==> config.mk <==
export PLATFORM = sky130hd
export DESIGN_NAME = ctrl_seq
export DESIGN_NICKNAME = d
export VERILOG_FILES = /design/src/rtl/cpu_pkg.sv /design/src/rtl/ring_counter.sv /design/src/rtl/ctrl_seq.sv
export SDC_FILE = /design/constraint.sdc
export NUM_CORES = 1
export LEC_CHECK = 0
export CAP_MARGIN = 20
export CORE_MARGIN = 2
export CORE_UTILIZATION = 40
export DETAILED_ROUTE_END_ITERATION = 8
export PLACE_DENSITY = 0.86
export RECOVER_POWER = 25
export REMOVE_ABC_BUFFERS = 1
export SYNTH_ARGS = -nofsm -noshare
export SYNTH_HDL_FRONTEND = slang
export SYNTH_SLANG_ARGS = --single-unit
==> constraint.sdc <==
create_clock -name clk -period 1.7 [get_ports clk]
set_input_delay 0.34 -clock clk [delete_from_list [all_inputs] [get_ports clk]]
set_output_delay 0.34 -clock clk [all_outputs]
set_load 0.05 [all_outputs]
==> src/rtl/cpu_pkg.sv <==
// cpu_pkg: opcodes, ring states and control-word bit positions shared by the SAP-style CPU blocks.
package cpu_pkg;
    localparam int OP_W = 4;
    localparam int T_STATES = 6;
    localparam logic [3:0] OP_LDA = 4'h0;
    localparam logic [3:0] OP_ADD = 4'h1;
    localparam logic [3:0] OP_SUB = 4'h2;
    localparam logic [3:0] OP_OUT = 4'hE;
    localparam logic [3:0] OP_HLT = 4'hF;
    localparam logic [5:0] T1 = 6'b000001;
    localparam logic [5:0] T2 = 6'b000010;
    localparam logic [5:0] T3 = 6'b000100;
    localparam logic [5:0] T4 = 6'b001000;
    localparam logic [5:0] T5 = 6'b010000;
    localparam logic [5:0] T6 = 6'b100000;
    localparam int CW_W = 12;
    localparam int CW_CP = 0;
    localparam int CW_EP = 1;
    localparam int CW_LM = 2;
    localparam int CW_CE = 3;
    localparam int CW_LI = 4;
    localparam int CW_EI = 5;
    localparam int CW_LA = 6;
    localparam int CW_EA = 7;
    localparam int CW_SU = 8;
    localparam int CW_EU = 9;
    localparam int CW_LB = 10;
    localparam int CW_LO = 11;
endpackage

==> src/rtl/ring_counter.sv <==
// ring_counter: one-hot T-state shifter with sync clear, hold and early return to T1.
module ring_counter #(
    parameter int N = 6
) (
    input  logic         clk,
    input  logic         clr,
    input  logic         hold,
    input  logic         load_t1,
    output logic [N-1:0] t_state
);
    always_ff @(posedge clk) begin
        if (clr) t_state <= N'(1);
        else if (hold) t_state <= t_state;
        else if (load_t1) t_state <= N'(1);
        else t_state <= {t_state[N-2:0], t_state[N-1]};
    end
endmodule

==> src/rtl/ctrl_seq.sv <==
// ctrl_seq: controller-sequencer for the SAP-style CPU; fetch in T1..T3, opcode-decoded execute in T4..T6.
module ctrl_seq
    import cpu_pkg::*;
#(
    parameter int OP_W = cpu_pkg::OP_W,
    parameter int T_STATES = cpu_pkg::T_STATES,
    parameter bit EARLY_END = 1'b0
) (
    input  logic                clk,
    input  logic                clr,
    input  logic [OP_W-1:0]     opcode,
    output logic [T_STATES-1:0] t_state,
    output logic                cp,
    output logic                ep,
    output logic                lm,
    output logic                ce,
    output logic                li,
    output logic                ei,
    output logic                la,
    output logic                ea,
    output logic                su,
    output logic                eu,
    output logic                lb,
    output logic                lo,
    output logic                hlt
);
    logic halt_q;
    logic is_lda, is_add, is_sub, is_out, is_hlt, is_nop;
    logic last;
    logic [CW_W-1:0] cw;

    assign is_lda = opcode == OP_W'(OP_LDA);
    assign is_add = opcode == OP_W'(OP_ADD);
    assign is_sub = opcode == OP_W'(OP_SUB);
    assign is_out = opcode == OP_W'(OP_OUT);
    assign is_hlt = opcode == OP_W'(OP_HLT);
    assign is_nop = !(is_lda || is_add || is_sub || is_out || is_hlt);

    // hlt rises during the HLT T4 cycle itself so the ring never leaves T4
    assign hlt = halt_q || (t_state == T4 && is_hlt);
    assign last = EARLY_END && ((t_state == T5 && is_lda) || (t_state == T4 && (is_out || is_nop)));

    always_ff @(posedge clk) begin
        if (clr) halt_q <= 1'b0;
        else if (hlt) halt_q <= 1'b1;
    end

    ring_counter #(.N(T_STATES)) u_ring (
        .clk    (clk),
        .clr    (clr),
        .hold   (hlt),
        .load_t1(last),
        .t_state(t_state)
    );

    always_comb begin
        cw = '0;
        case (t_state)
            T1: begin
                cw[CW_EP] = 1'b1;
                cw[CW_LM] = 1'b1;
            end
            T2: cw[CW_CP] = 1'b1;
            T3: begin
                cw[CW_CE] = 1'b1;
                cw[CW_LI] = 1'b1;
            end
            T4: begin
                cw[CW_EI] = is_lda || is_add || is_sub;
                cw[CW_LM] = is_lda || is_add || is_sub;
                cw[CW_EA] = is_out;
                cw[CW_LO] = is_out;
            end
            T5: begin
                cw[CW_CE] = is_lda || is_add || is_sub;
                cw[CW_LA] = is_lda;
                cw[CW_LB] = is_add || is_sub;
            end
            T6: begin
                cw[CW_EU] = is_add || is_sub;
                cw[CW_LA] = is_add || is_sub;
                cw[CW_SU] = is_sub;
            end
            default: cw = '0;
        endcase
        if (hlt) cw = '0;
    end

    assign cp = cw[CW_CP];
    assign ep = cw[CW_EP];
    assign lm = cw[CW_LM];
    assign ce = cw[CW_CE];
    assign li = cw[CW_LI];
    assign ei = cw[CW_EI];
    assign la = cw[CW_LA];
    assign ea = cw[CW_EA];
    assign su = cw[CW_SU];
    assign eu = cw[CW_EU];
    assign lb = cw[CW_LB];
    assign lo = cw[CW_LO];
endmodule
==> results.ini, run 1 <==
[place]
portBuffers=24
gp_congestion=0.798
pre_cts_ws_ns=-0.337
detailed_place_hpwl_mm=1.56

[logic_synthesis]
ys_top_cells_by_count=nor2_1, dfxtp_1, nand2_1
synth_top_area_cell=dfxtp_1
ys_seq_elements=7
async_reset_ff_share_pct=0
syn_area_um2=564
synth_area_leaders=dfxtp_1, nor2_1, mux2i_1
yosys.cell_types.count=34
synth_top_cell_area_share_pct=24.8
synth_most_common_cell=nor2_1
syn-instance-count=67
yosysWarnings=0
synth_ff_type=dfxtp_1
synth_edf_count=0
avgSynthCellArea_um2=8.42
synth-seq-area-share_pct=24.8

[global_routing]
antenna_found_initial=0
grt_max_degree=13

[floorplanning]
initial_core_util_pct=42.8
die-height_um=41.6
io_pins=25
rows=13
die_w_um=41.6

[run_status]
haltStage=5_1_grt
error=[ERROR DPL-0033] detailed placement checks failed during check placement.
status=aborted with a tool error

[clock_network]
cts_root_buffer=clkbuf_4
htreeDepth=1
numCtsBuffers=3
clock-sinks=7
clock_path_buffers=2

[sta]
worst-ep-kind=top-level output
grt_worst_setup_endpoint=la

logic make-up after synthesis:
family / count (synthesis) / share of synthesized area, %
buf+inv: 5 / 6.65
flops: 7 / 24.8
mux: 3 / 5.32
compound gates: 11 / 16.0
simple gates: 41 / 47.2
stage by stage:
stage          std cells  hold WS, ns  setup TNS (ns)  utilization, %  instance area [um2]
2_1_floorplan         64        0.405           -7.59               -                  534
3_3_place_gp         114        0.696           -2.32            80.9                 1070
3_5_place_dp         114        0.735           -2.86            80.9                 1070
4_1_cts              119        0.704          -0.955            90.0                 1190
what timing repair did:
action | CTS
endpoints found under the setup margin | 13
gates cloned | 0
gates resized for setup | 28
buffers inserted | 1
hold buffers | 0
pin swaps | 13
==> run 2: changes to the inputs <==
CORE_AREA = 2 2 63 65   (was not set)
CORE_MARGIN = not set   (was 2)
CORE_UTILIZATION = not set   (was 40)
DIE_AREA = 0 0 65 67   (was not set)
PLACE_DENSITY = not set   (was 0.86)
PLACE_DENSITY_LB_ADDON = 0.15   (was not set)
==> run 2 against run 1 <==
The flow now finishes, with violations (negative setup slack). Synthesized cell count did not move. Area after synthesis stayed put.
==> results.ini, run 2 <==
[run_status]
status=finished, violations left
violations=negative setup slack

[cells_and_area]
reg.largest.list=u_ring.t_state (6), halt_q (1)
nNetsFinal=115
area_growth_pct=127
drive_gt1_share_pct=62.0
antenna_cells=0
finalNonFillerCells=156
utilization_pct=35.6
final_cell_mix=buf_12, buf_4, nor2_1
largest_reg_flops=6
top_register=u_ring.t_state
mostFrequentLayoutCell=buf_12

[logic_synthesis]
syn-instance-count=67  ; unchanged
yosysWarnings=0  ; unchanged
ys_top_cells_by_count=nor2_1, dfxtp_1, nand2_1
avgSynthCellArea_um2=8.42  ; unchanged
yosys.cell_types.count=34  ; unchanged
synth_ff_type=dfxtp_1
synth-seq-area-share_pct=24.8  ; unchanged
synth_top_area_cell=dfxtp_1
async_reset_ff_share_pct=0  ; unchanged
syn_area_um2=564  ; unchanged
ys_seq_elements=7  ; unchanged
synth_top_cell_area_share_pct=24.8  ; unchanged
synth_most_common_cell=nor2_1
synth_area_leaders=dfxtp_1, nor2_1, mux2i_1
synth_edf_count=0  ; unchanged

[sta]
rsz0062_at_grt=yes
max_clock_freq_mhz=531
hold_violations=0
worst_pin_slew_ns=0.301
fin_ws_ns=-0.183
relSlewSlack_pct=79.8
layout_min_cycle_time_ns=1.88
fin_worst_skew_ns=0.000861
period_share_pct=111
setup_viol=8
slew_viol_final=0

[setup_path]
critPathCaptureType=output port
worstReg2RegStart=u_ring.t_state[5]$_SDFFE_PP0P_
path_max_fanout=5
r2r_slack_ns=0.47
cpMaxStageDelayCell=dfxtp_4
crit_type=flop to output port
reg2reg_to=u_ring.t_state[4]$_SDFFE_PP0P_
crit_chain=nor3_4 > nand3_2 > o41ai_2 > buf_4 > buf_12
worstPathArrival_ns=1.54
startpoint_type=flop
cp.required_ns=1.36
critPathMaxStageDelay_ns=0.36
r2r_cells=4

[pwr]
pwr-share-seq_pct=30.9
switching_power_uw=166
p_leak_uw=0.000479
clkPwrFrac_pct=40.6
power.density_nw_per_um2=447
combPwrFrac_pct=28.5
fin_total_pwr_uw=573
peakVddDrop_uv=306
p_sw_share_pct=29.0
internal_power_uw=407

[routing]
postRouteAntennaNets=0
wl_per_cell_um=11.3
drt-pass1-iter-count=2
post_drt_via_cell_ratio=4.21
drtIter0Drc=8
drc_errors=0
wl_mm=1.76
vias=656

[worst_hold_path]
hold_path.class=flop to flop
min_delay_path_depth=2
holdPathEnd=u_ring.t_state[0]$_SDFFE_PP1P_
worst_hold_startpoint=u_ring.t_state[5]$_SDFFE_PP0P_

[clock_network]
cts_root_buffer=clkbuf_8
htreeDepth=1  ; unchanged
clock_path_buffers=2  ; unchanged
numCtsBuffers=3  ; unchanged
cts_tree=built
clk_latency_ns=0.22
hold_buffers=0  ; unchanged
clock-sinks=7  ; unchanged
clk_pin_slew_worst_paths_ns=0.04

[run]
drv_cap=0

[floorplanning]
die_area_um2=4360
die_w_um=65  ; +56%
coreArea_um2=3610
initial_core_util_pct=15.6  ; -27 points
io_pins=25  ; unchanged
die-height_um=67  ; +61%
rows=22  ; +9

[place]
pre_cts_ws_ns=-0.342  ; -0.00550 ns
dp.cells=149  ; +31%
portBuffers=24  ; unchanged
gp_congestion=0.761  ; -4.7%
detailed_place_hpwl_mm=1.41  ; -10%

[global_routing]
grt_max_degree=13
grt_pass1_wl_mm=3.23
grt_pass1_vias=701
grt_usage_pct=9.52
antenna_found_initial=0
grt_overflow=0

-- run 2: cells by family (layout without fill, tap and decap cells) --
group / Yosys count / in the layout / synth area share, %
mux: 3 / 3 / 5.32
flops: 7 / 7 / 24.8
compound gates: 11 / 11 / 16.0
simple gates: 41 / 41 / 47.2
buf+inv: 5 / 46 / 6.65
-- run 2: layout make-up --
class                           instances  area [um2]
Fill cell                             379        2320
Timing Repair Buffer                   40         546
Multi-Input combinational cell         55         474
Sequential cell                         7         150
Tap cell                               48        60.1
Clock buffer                            4        45.0
Inverter                                2        7.51
-- run 2: stage by stage --
step / instance area, um2 / hold WS (ns) / setup TNS (ns)
2_1_floorplan: 534 / 0.405 / -7.59
3_3_place_gp: 1120 / 0.714 / -2.68
3_5_place_dp: 1120 / 0.727 / -2.68
4_1_cts: 1260 / 0.682 / -1.01
5_1_grt: 1280 / 0.698 / -1.88
6_report: 1280 / 0.678 / -0.818
-- run 2: power by group through the flow --
stage / combinational, uW / clock (uW) / sequential (uW)
detailed placement: 156 / 0 / 179
global placement: 156 / 0 / 179
CTS: 161 / 240 / 177
global route: 174 / 259 / 178
floorplan: 54.8 / 0 / 194
finish: 163 / 233 / 177
-- run 2: per-layer routing --
metal  track usage [%]  wire length, um  vias up
li1                  -                -      326
met5                 0                0        -
met4              3.99               22        0
met2              16.0              831       22
met3              2.53              129        4
met1              11.4              772      304
-- run 2: how the worst max path moves through the flow --
stage                                         startpoint  endpoint  slack, ns  cells after the start
after floorplan           u_ring.t_state[0]$_SDFFE_PP1P_        ea      -1.38                      3
after global placement                         opcode[3]        lm      -0.32                      5
after detailed placement                       opcode[3]        su      -0.34                      5
after CTS                 u_ring.t_state[5]$_SDFFE_PP0P_        lm      -0.21                      5
after global routing      u_ring.t_state[5]$_SDFFE_PP0P_        lm      -0.28                      5
final                     u_ring.t_state[5]$_SDFFE_PP0P_        lm      -0.18                      5
-- run 2: timing repair --
| action | 4_1_cts | 5_1_grt |
|---|---|---|
| hold endpoints to repair | 0 | 0 |
| buffers inserted | 3 | 0 |
| resized for setup | 29 | 8 |
| setup endpoints to repair | 13 | 12 |
| pin swaps | 12 | 5 |
-- run 2: worst max-delay path, delay by kind of cell (launching register included) --
family	cells	cell delay [ns]
DFF	1	0.36
and+or+nand+nor	2	0.33
AOI/OAI and AO/OA	1	0.32
buffers and inverters	2	0.29
Power figures use the tool's default switching activity.
